[config.mk]
export PLATFORM = sky130hd
export DESIGN_NAME = switch_frame_reader_flat
export DESIGN_NICKNAME = d
export VERILOG_FILES = /design/src/rtl/switch_pkg.sv /design/src/rtl/switch_frame_reader_if.sv /design/src/rtl/switch_skid_buffer.sv /design/src/rtl/switch_frame_reader.sv /design/src/flat_wrapper.sv
export SDC_FILE = /design/constraint.sdc
export NUM_CORES = 1
export LEC_CHECK = 0
export CAP_MARGIN = 15
export CORE_ASPECT_RATIO = 0.9
export CORE_MARGIN = 8
export CORE_UTILIZATION = 25
export CTS_CLUSTER_SIZE = 40
export DETAILED_ROUTE_END_ITERATION = 8
export PLACE_DENSITY = 0.46
export RECOVER_POWER = 25
export SYNTH_ARGS = -nofsm -noshare
export SYNTH_HDL_FRONTEND = slang
export SYNTH_SLANG_ARGS = --single-unit
[constraint.sdc]
create_clock -name rclk -period 10.8 [get_ports rclk]
set_clock_uncertainty 0.15 [all_clocks]
set_input_delay 2.16 -clock rclk [delete_from_list [all_inputs] [get_ports rclk]]
set_output_delay 2.16 -clock rclk [all_outputs]
set_load 0.01 [all_outputs]
[src/rtl/switch_pkg.sv]
// Shared definitions for the switch frame reader: FSM state codes, frame byte offsets and
// the running XOR checksum step used when FRAME_CHECKSUM_EN is defined.
package switch_pkg;

  localparam logic [2:0] StIdle    = 3'd0;
  localparam logic [2:0] StHdr     = 3'd1;
  localparam logic [2:0] StLen     = 3'd2;
  localparam logic [2:0] StPayload = 3'd3;
  localparam logic [2:0] StChk     = 3'd4;

  localparam int unsigned HdrIdx = 0;
  localparam int unsigned LenIdx = 1;

  // Wide enough for any sensible DATA_WIDTH; callers zero-extend.
  localparam int unsigned CsumMaxWidth = 64;

  function automatic logic [CsumMaxWidth-1:0] csum_step(input logic [CsumMaxWidth-1:0] acc,
                                                        input logic [CsumMaxWidth-1:0] data);
    return acc ^ data;
  endfunction

endpackage

[src/rtl/switch_frame_reader_if.sv]
// FIFO read-side and payload stream signals of the switch frame reader.
// out_err exists only when FRAME_CHECKSUM_EN is defined.
interface switch_frame_reader_if #(
  parameter int unsigned DATA_WIDTH = 8,
  parameter int unsigned PORT_WIDTH = 2
);
  logic                  empty;
  logic                  read_enable;
  logic [DATA_WIDTH-1:0] read_data_in;
  logic                  out_valid;
  logic                  out_ready;
  logic [DATA_WIDTH-1:0] out_data;
  logic                  out_sof;
  logic                  out_eof;
  logic [PORT_WIDTH-1:0] out_port;
`ifdef FRAME_CHECKSUM_EN
  logic                  out_err;
`endif

  modport master (
    input  empty, read_data_in, out_ready,
`ifdef FRAME_CHECKSUM_EN
    output out_err,
`endif
    output read_enable, out_valid, out_data, out_sof, out_eof, out_port
  );

  modport slave (
    output empty, read_data_in, out_ready,
`ifdef FRAME_CHECKSUM_EN
    input  out_err,
`endif
    input  read_enable, out_valid, out_data, out_sof, out_eof, out_port
  );

endinterface

[src/rtl/switch_skid_buffer.sv]
// Two-entry valid/ready buffer carrying {sof, eof, data}; hold_i keeps an eof entry at the
// head from being presented (used to wait for the checksum verdict).
module switch_skid_buffer #(
  parameter int unsigned DataWidth = 10
) (
  input  logic                 clk_i,
  input  logic                 rst_i,
  input  logic                 push_i,
  input  logic                 sof_i,
  input  logic                 eof_i,
  input  logic [DataWidth-1:0] data_i,
  input  logic                 hold_i,
  input  logic                 ready_i,
  output logic                 valid_o,
  output logic                 sof_o,
  output logic                 eof_o,
  output logic [DataWidth-1:0] data_o,
  output logic [1:0]           count_o
);

  logic [DataWidth+1:0] mem_q [2];
  logic                 rd_ptr_q, wr_ptr_q;
  logic [1:0]           cnt_q;
  logic [DataWidth+1:0] head;
  logic                 pop;

  always_comb begin
    head    = mem_q[rd_ptr_q];
    sof_o   = head[DataWidth+1];
    eof_o   = head[DataWidth];
    data_o  = head[DataWidth-1:0];
    valid_o = (cnt_q != 2'd0) && !(hold_i && head[DataWidth]);
    pop     = valid_o && ready_i;
    count_o = cnt_q;
  end

  always_ff @(posedge clk_i or posedge rst_i) begin
    if (rst_i) begin
      mem_q[0] <= '0;
      mem_q[1] <= '0;
      rd_ptr_q <= 1'b0;
      wr_ptr_q <= 1'b0;
      cnt_q    <= 2'd0;
    end else begin
      if (push_i) begin
        mem_q[wr_ptr_q] <= {sof_i, eof_i, data_i};
        wr_ptr_q        <= ~wr_ptr_q;
      end
      if (pop) begin
        rd_ptr_q <= ~rd_ptr_q;
      end
      cnt_q <= cnt_q + {1'b0, push_i} - {1'b0, pop};
    end
  end

endmodule

[src/rtl/switch_frame_reader.sv]
// Drains header/length/payload bytes from the switch frame FIFO and emits payload beats.
// Define FRAME_CHECKSUM_EN for a trailing XOR checksum byte per frame and the out_err flag.
module switch_frame_reader
  import switch_pkg::*;
#(
  parameter int unsigned DATA_WIDTH = 8,
  parameter int unsigned PORT_WIDTH = 2,
  parameter int unsigned CNT_WIDTH  = 16
) (
  input  logic                  rclk,
  input  logic                  reset,
  switch_frame_reader_if.master bus,
  output logic [CNT_WIDTH-1:0]  frame_count,
  output logic [CNT_WIDTH-1:0]  drop_count
);

  logic [2:0]            state_q, state_d;
  logic                  rvalid_q;  // read_data_in carries a popped byte this cycle
  logic [PORT_WIDTH-1:0] port_q, port_d;
  logic [DATA_WIDTH-1:0] pop_rem_q, pop_rem_d, push_rem_q, push_rem_d;
  logic                  first_q, first_d;
  logic [CNT_WIDTH-1:0]  frame_q, frame_d, drop_q, drop_d;
  logic                  re, push, sk_pop, sk_valid, sk_sof, sk_eof, sk_hold;
  logic [1:0]            sk_cnt;
  logic [2:0]            occ_after;
  logic [PORT_WIDTH+DATA_WIDTH-1:0] sk_dout;
`ifdef FRAME_CHECKSUM_EN
  logic [CsumMaxWidth-1:0] csum_q, csum_d;
  logic                    chk_req_q, chk_req_d, chk_done_q, chk_done_d, err_q, err_d;

  assign sk_hold     = (state_q == StChk) && !chk_done_q;
  assign bus.out_err = err_q && sk_valid && sk_eof;
`else
  assign sk_hold = 1'b0;
`endif

  assign push      = rvalid_q && (state_q == StPayload);
  assign sk_pop    = sk_valid && bus.out_ready;
  // Occupancy once this cycle's push/pop settle; a new pop may only be issued if the word it
  // returns next cycle still fits.
  assign occ_after = {1'b0, sk_cnt} + {2'b0, push} - {2'b0, sk_pop};

  always_comb begin
    state_d    = state_q;
    port_d     = port_q;
    pop_rem_d  = pop_rem_q;
    push_rem_d = push_rem_q;
    first_d    = first_q;
    drop_d     = drop_q;
    re         = 1'b0;
    frame_d    = (sk_pop && sk_eof) ? frame_q + CNT_WIDTH'(1) : frame_q;
`ifdef FRAME_CHECKSUM_EN
    csum_d     = csum_q;
    chk_req_d  = chk_req_q;
    chk_done_d = chk_done_q;
    err_d      = err_q;
`endif
    case (state_q)
      StIdle: begin
        if (!bus.empty) begin
          re      = 1'b1;
          state_d = StHdr;
        end
      end
      StHdr: begin
        if (rvalid_q) port_d = bus.read_data_in[PORT_WIDTH-1:0];
        if (!bus.empty) begin
          re      = 1'b1;
          state_d = StLen;
        end
      end
      StLen: begin
        if (bus.read_data_in == '0) begin
          drop_d  = drop_q + CNT_WIDTH'(1);
          state_d = StIdle;
        end else begin
          pop_rem_d  = bus.read_data_in;
          push_rem_d = bus.read_data_in;
          first_d    = 1'b1;
          state_d    = StPayload;
`ifdef FRAME_CHECKSUM_EN
          csum_d     = '0;
`endif
        end
      end
      StPayload: begin
        if (!bus.empty && (pop_rem_q != '0) && (occ_after <= 3'd1)) begin
          re        = 1'b1;
          pop_rem_d = pop_rem_q - DATA_WIDTH'(1);
        end
        if (push) begin
          first_d    = 1'b0;
          push_rem_d = push_rem_q - DATA_WIDTH'(1);
`ifdef FRAME_CHECKSUM_EN
          csum_d     = csum_step(csum_q, CsumMaxWidth'(bus.read_data_in));
          if (push_rem_q == DATA_WIDTH'(1)) state_d = StChk;
`else
          if (push_rem_q == DATA_WIDTH'(1)) state_d = StIdle;
`endif
        end
      end
`ifdef FRAME_CHECKSUM_EN
      StChk: begin
        if (!chk_req_q && !bus.empty) begin
          re        = 1'b1;
          chk_req_d = 1'b1;
        end
        if (rvalid_q) begin
          err_d      = (csum_q != CsumMaxWidth'(bus.read_data_in));
          chk_done_d = 1'b1;
        end
        if (sk_pop && sk_eof) begin
          chk_req_d  = 1'b0;
          chk_done_d = 1'b0;
          state_d    = StIdle;
        end
      end
`endif
      default: state_d = StIdle;
    endcase
  end

  always_ff @(posedge rclk or posedge reset) begin
    if (reset) begin
      state_q    <= StIdle;
      rvalid_q   <= 1'b0;
      port_q     <= '0;
      pop_rem_q  <= '0;
      push_rem_q <= '0;
      first_q    <= 1'b0;
      frame_q    <= '0;
      drop_q     <= '0;
`ifdef FRAME_CHECKSUM_EN
      csum_q     <= '0;
      chk_req_q  <= 1'b0;
      chk_done_q <= 1'b0;
      err_q      <= 1'b0;
`endif
    end else begin
      state_q    <= state_d;
      rvalid_q   <= re;
      port_q     <= port_d;
      pop_rem_q  <= pop_rem_d;
      push_rem_q <= push_rem_d;
      first_q    <= first_d;
      frame_q    <= frame_d;
      drop_q     <= drop_d;
`ifdef FRAME_CHECKSUM_EN
      csum_q     <= csum_d;
      chk_req_q  <= chk_req_d;
      chk_done_q <= chk_done_d;
      err_q      <= err_d;
`endif
    end
  end

  switch_skid_buffer #(
    .DataWidth(PORT_WIDTH + DATA_WIDTH)
  ) u_skid (
    .clk_i  (rclk),
    .rst_i  (reset),
    .push_i (push),
    .sof_i  (first_q),
    .eof_i  (push_rem_q == DATA_WIDTH'(1)),
    .data_i ({port_q, bus.read_data_in}),
    .hold_i (sk_hold),
    .ready_i(bus.out_ready),
    .valid_o(sk_valid),
    .sof_o  (sk_sof),
    .eof_o  (sk_eof),
    .data_o (sk_dout),
    .count_o(sk_cnt)
  );

  // Reset must silence the pop request at once, not only after the next edge.
  assign bus.read_enable = re && !reset;
  assign bus.out_valid   = sk_valid;
  assign bus.out_sof     = sk_sof;
  assign bus.out_eof     = sk_eof;
  assign bus.out_data    = sk_dout[DATA_WIDTH-1:0];
  assign bus.out_port    = sk_dout[PORT_WIDTH+DATA_WIDTH-1:DATA_WIDTH];
  assign frame_count     = frame_q;
  assign drop_count      = drop_q;

endmodule

[src/flat_wrapper.sv]
// flat-port wrapper written by rule: the top's interface ports become plain ports
module switch_frame_reader_flat import switch_pkg::*;
#(
  parameter int unsigned DATA_WIDTH = 8,
  parameter int unsigned PORT_WIDTH = 2,
  parameter int unsigned CNT_WIDTH  = 16
)
  (rclk, reset, frame_count, drop_count, bus_empty, bus_read_data_in, bus_out_ready, bus_read_enable, bus_out_valid, bus_out_data, bus_out_sof, bus_out_eof, bus_out_port);
  switch_frame_reader_if #(.DATA_WIDTH(DATA_WIDTH), .PORT_WIDTH(PORT_WIDTH)) bus_i ();
  input  logic rclk;
  input  logic reset;
  output logic [CNT_WIDTH-1:0] frame_count;
  output logic [CNT_WIDTH-1:0] drop_count;
  input wire logic [$bits(bus_i.empty)-1:0] bus_empty;
  input wire logic [$bits(bus_i.read_data_in)-1:0] bus_read_data_in;
  input wire logic [$bits(bus_i.out_ready)-1:0] bus_out_ready;
  output wire logic [$bits(bus_i.read_enable)-1:0] bus_read_enable;
  output wire logic [$bits(bus_i.out_valid)-1:0] bus_out_valid;
  output wire logic [$bits(bus_i.out_data)-1:0] bus_out_data;
  output wire logic [$bits(bus_i.out_sof)-1:0] bus_out_sof;
  output wire logic [$bits(bus_i.out_eof)-1:0] bus_out_eof;
  output wire logic [$bits(bus_i.out_port)-1:0] bus_out_port;
  assign bus_i.empty = bus_empty;
  assign bus_i.read_data_in = bus_read_data_in;
  assign bus_i.out_ready = bus_out_ready;
  assign bus_read_enable = bus_i.read_enable;
  assign bus_out_valid = bus_i.out_valid;
  assign bus_out_data = bus_i.out_data;
  assign bus_out_sof = bus_i.out_sof;
  assign bus_out_eof = bus_i.out_eof;
  assign bus_out_port = bus_i.out_port;
  switch_frame_reader #(.DATA_WIDTH(DATA_WIDTH), .PORT_WIDTH(PORT_WIDTH), .CNT_WIDTH(CNT_WIDTH)) u_core (.rclk(rclk), .reset(reset), .bus(bus_i), .frame_count(frame_count), .drop_count(drop_count));
endmodule
==> flow_summary.yaml <==
critical_path:
  crit_chain: "clkdlybuf4s50_1 > o21ai_0 > inv_1 > ha_1 > inv_1 > ha_1 > fa_1 > or2_2 > a2111o_1 > o21ai_0 > and2_1 > clkdlybuf4s50_1"
  rr_worst_depth: 10
  worstPathArrival_ps: 5510
  crit_end: "bus_read_enable"
  crit_buf_inv: 4
  r2r_start: "u_core.u_skid.count_o[1]"
  startpoint: "bus_out_ready"
  worst-setup-path-type: "in2out"
  cp_max_fo: 9
  path_delay_family: "buffers and inverters"
  required_ps: 8490
  cp-start-kind: "input pin"
  worstReg2RegEnd: "u_core.pop_rem_q[1]"
  critPathMaxStageDelay_ps: 540
  cp-end-kind: "output pin"
  cp_slowest_cell: "clkdlybuf4s50_1"
  crit_cells: 12
  r2r_slack_ps: 7070
logic_synthesis:
  synthFlopType: "dfrtp_1"
  synthArstFlopShare: 1.00
  synth_edf_count: 0
  synth_cell_types: 50
  yosys_register_bits: 82
  synth-seq-area-share: 0.512
  synth_cells: 356
  syn-cell-area_mm2: 0.00401
  yosysWarnings: 0
  synth_nets: 377
  synth.avg_cell_area_um2: 11.3
power:
  pwr_density_cell_mw_per_mm2: 244
  power_leakage_nw: 2.12
  power_mw: 1.23
  peakVddDrop_uv: 86.8
grt:
  grt_max_degree: 47
  antenna_found_initial: 0
  grt_pass1_vias: 2932
  overflow: 0
  grt_usage: 0.103
  grt_pass1_wl_mm: 16.3
status:
  failed_checks: "capacitance limit, slew limit"
  status: "complete, but fails checks"
route:
  drtIter0Drc: 180
  viasPerCell: 4.65
  wl_per_cell_um: 15.9
  ant_nets: 0
  via_count: 2913
  remaining_drc_errors: 0
  drt_wl_total_mm: 9.96
  first_pass_iters: 4
clocking:
  cts.clk_slew.worst_paths_ps: 60
  clk_path_buf_depth: 2
  h-tree-depth: 3
  cts_root_buffer: "clkbuf_16"
  cts-resized-gates: 0
  clkLatencyLatePin_ps: 340
  cts.sinks: 82
  cts_hold_buffers: 0
  numCtsBuffers: 9
  cts_tree: "yes"
  postCtsSetupBuffers: 0
timing:
  setup_viol: 0
  rsz0062_at_grt: "false"
  period_needed_ps: 7820
  hold_viol: 0
  tns_ps: 0
  fin_crit_sh: 0.724
  maxSlewViolCount: 39
  max_slew_margin: -0.187
  fmax_mhz: 128
  worst_pin_slew_ps: 1770
layout:
  nNetsFinal: 435
  diodes: 0
  area_delta_synth_final_pct: 26.2
  drive_gt1_frac: 0.146
floorplanning:
  die_y_um: 136
  die_w_um: 149
  placementRows: 44
  dieArea_mm2: 0.0203
  io_pins: 58
  start_util: 0.252
  core_area_mm2: 0.0159
placement:
  io_buffer_count: 57
  dp_hpwl_mm: 7.12
  routabilityCongestion: 0.790
flow_run:
  cap_viol_max_count: 1
min_path:
  hp-class: "reg2reg"
[state kept, by name, indices dropped and copies added (netlist names)]
register and flops:
u_core.state_q 2, u_core.drop_count 16, u_core.first_q 1, u_core.u_skid.mem_q 24, u_core.pop_rem_q 8, u_core.push_rem_q 8
u_core.u_skid.count_o 2, u_core.frame_count 16, u_core.rvalid_q 1, u_core.u_skid.rd_ptr_q 1, u_core.u_skid.wr_ptr_q 1, u_core.port_q 2
[stage by stage]
| stage | hold WS, ps | utilization | std cells | worst slack, ps | cell area, µm² |
|---|---|---|---|---|---|
| 3_5_place_dp | 312 | 0.301 | 610 | 2940 | 4780 |
| 2_1_floorplan | 299 | - | 356 | 4120 | 4010 |
| 3_3_place_gp | 309 | 0.301 | 610 | 2980 | 4780 |
| 4_1_cts | 324 | 0.318 | 626 | 2920 | 5060 |
| 6_report | 321 | 0.318 | 626 | 2980 | 5060 |
| 5_1_grt | 335 | 0.318 | 626 | 2770 | 5060 |
[final cells by class]
class	count	area, µm²
multi-input cells	248	1840
inverters	15	57.6
fillers	1569	10900
flip-flops and latches	82	2050
clock buffers	12	246
repair buffers	58	578
clock inverters	4	27.5
well taps	207	259
[placed cells by master, fill, tap and decap left out, types with 11 or more instances in the layout]
master / n
xor2_1: 11
inv_1: 14
xnor2_1: 21
mux2_2: 37
a21oi_1: 18
clkdlybuf4s50_1: 52
nor2_1: 22
nor3_1: 11
nand2_1: 21
dfrtp_1: 82
[synthesized netlist by cell type, types with 5 or more instances]
cell type	count	area share
dfrtp_1	82	0.51
mux2_2	37	0.10
nor2_1	22	0.021
nand2_1	21	0.020
xnor2_1	21	0.046
a21oi_1	18	0.022
inv_1	15	0.014
nor3_1	11	0.014
xor2_1	11	0.024
nand3_1	10	0.012
o21ai_0	9	0.011
ha_1	8	0.025
nand4_1	7	0.011
nor4_1	7	0.011
o22a_1	7	0.015
a31oi_1	6	0.0094
and2_1	5	0.0078
and3_1	5	0.0078
nand2b_1	5	0.0078
[logic make-up (layout without fill, tap and decap cells)]
group,count (synthesis),after routing,share of synthesized area
fa+ha+maj,9,9,0.0300
buf+inv,26,89,0.0294
simple gates,109,109,0.145
flops,82,82,0.512
xor+xnor,32,32,0.0700
mux,39,39,0.110
compound gates,59,59,0.103
[worst min-delay path by stage]
stage                                  from                       to  cells after the start
finish                u_core.drop_count[15]    u_core.drop_count[15]                      1
global route         u_core.frame_count[15]   u_core.frame_count[15]                      1
CTS                   u_core.drop_count[15]    u_core.drop_count[15]                      1
detailed placement    u_core.drop_count[15]    u_core.drop_count[15]                      1
global placement      u_core.drop_count[15]    u_core.drop_count[15]                      1
floorplan           u_core.u_skid.mem_q[22]  u_core.u_skid.mem_q[22]                      2
[where the power goes]
part           leakage, nW  total (mW)  switching (mW)  internal, mW
registers             1.03       0.479          0.0812         0.398
clock network        0.125       0.287           0.125         0.162
logic                0.971       0.467           0.228         0.239
total                 2.12        1.23           0.435         0.799
[layer usage]
layer	part of all wire	wire length, µm	GRT usage
met5	0	0	0
met4	0.018	184	0.0471
met3	0.057	563	0.0296
met2	0.45	4490	0.159
met1	0.47	4720	0.132
Note: power is estimated with default switching activity, not from simulation.
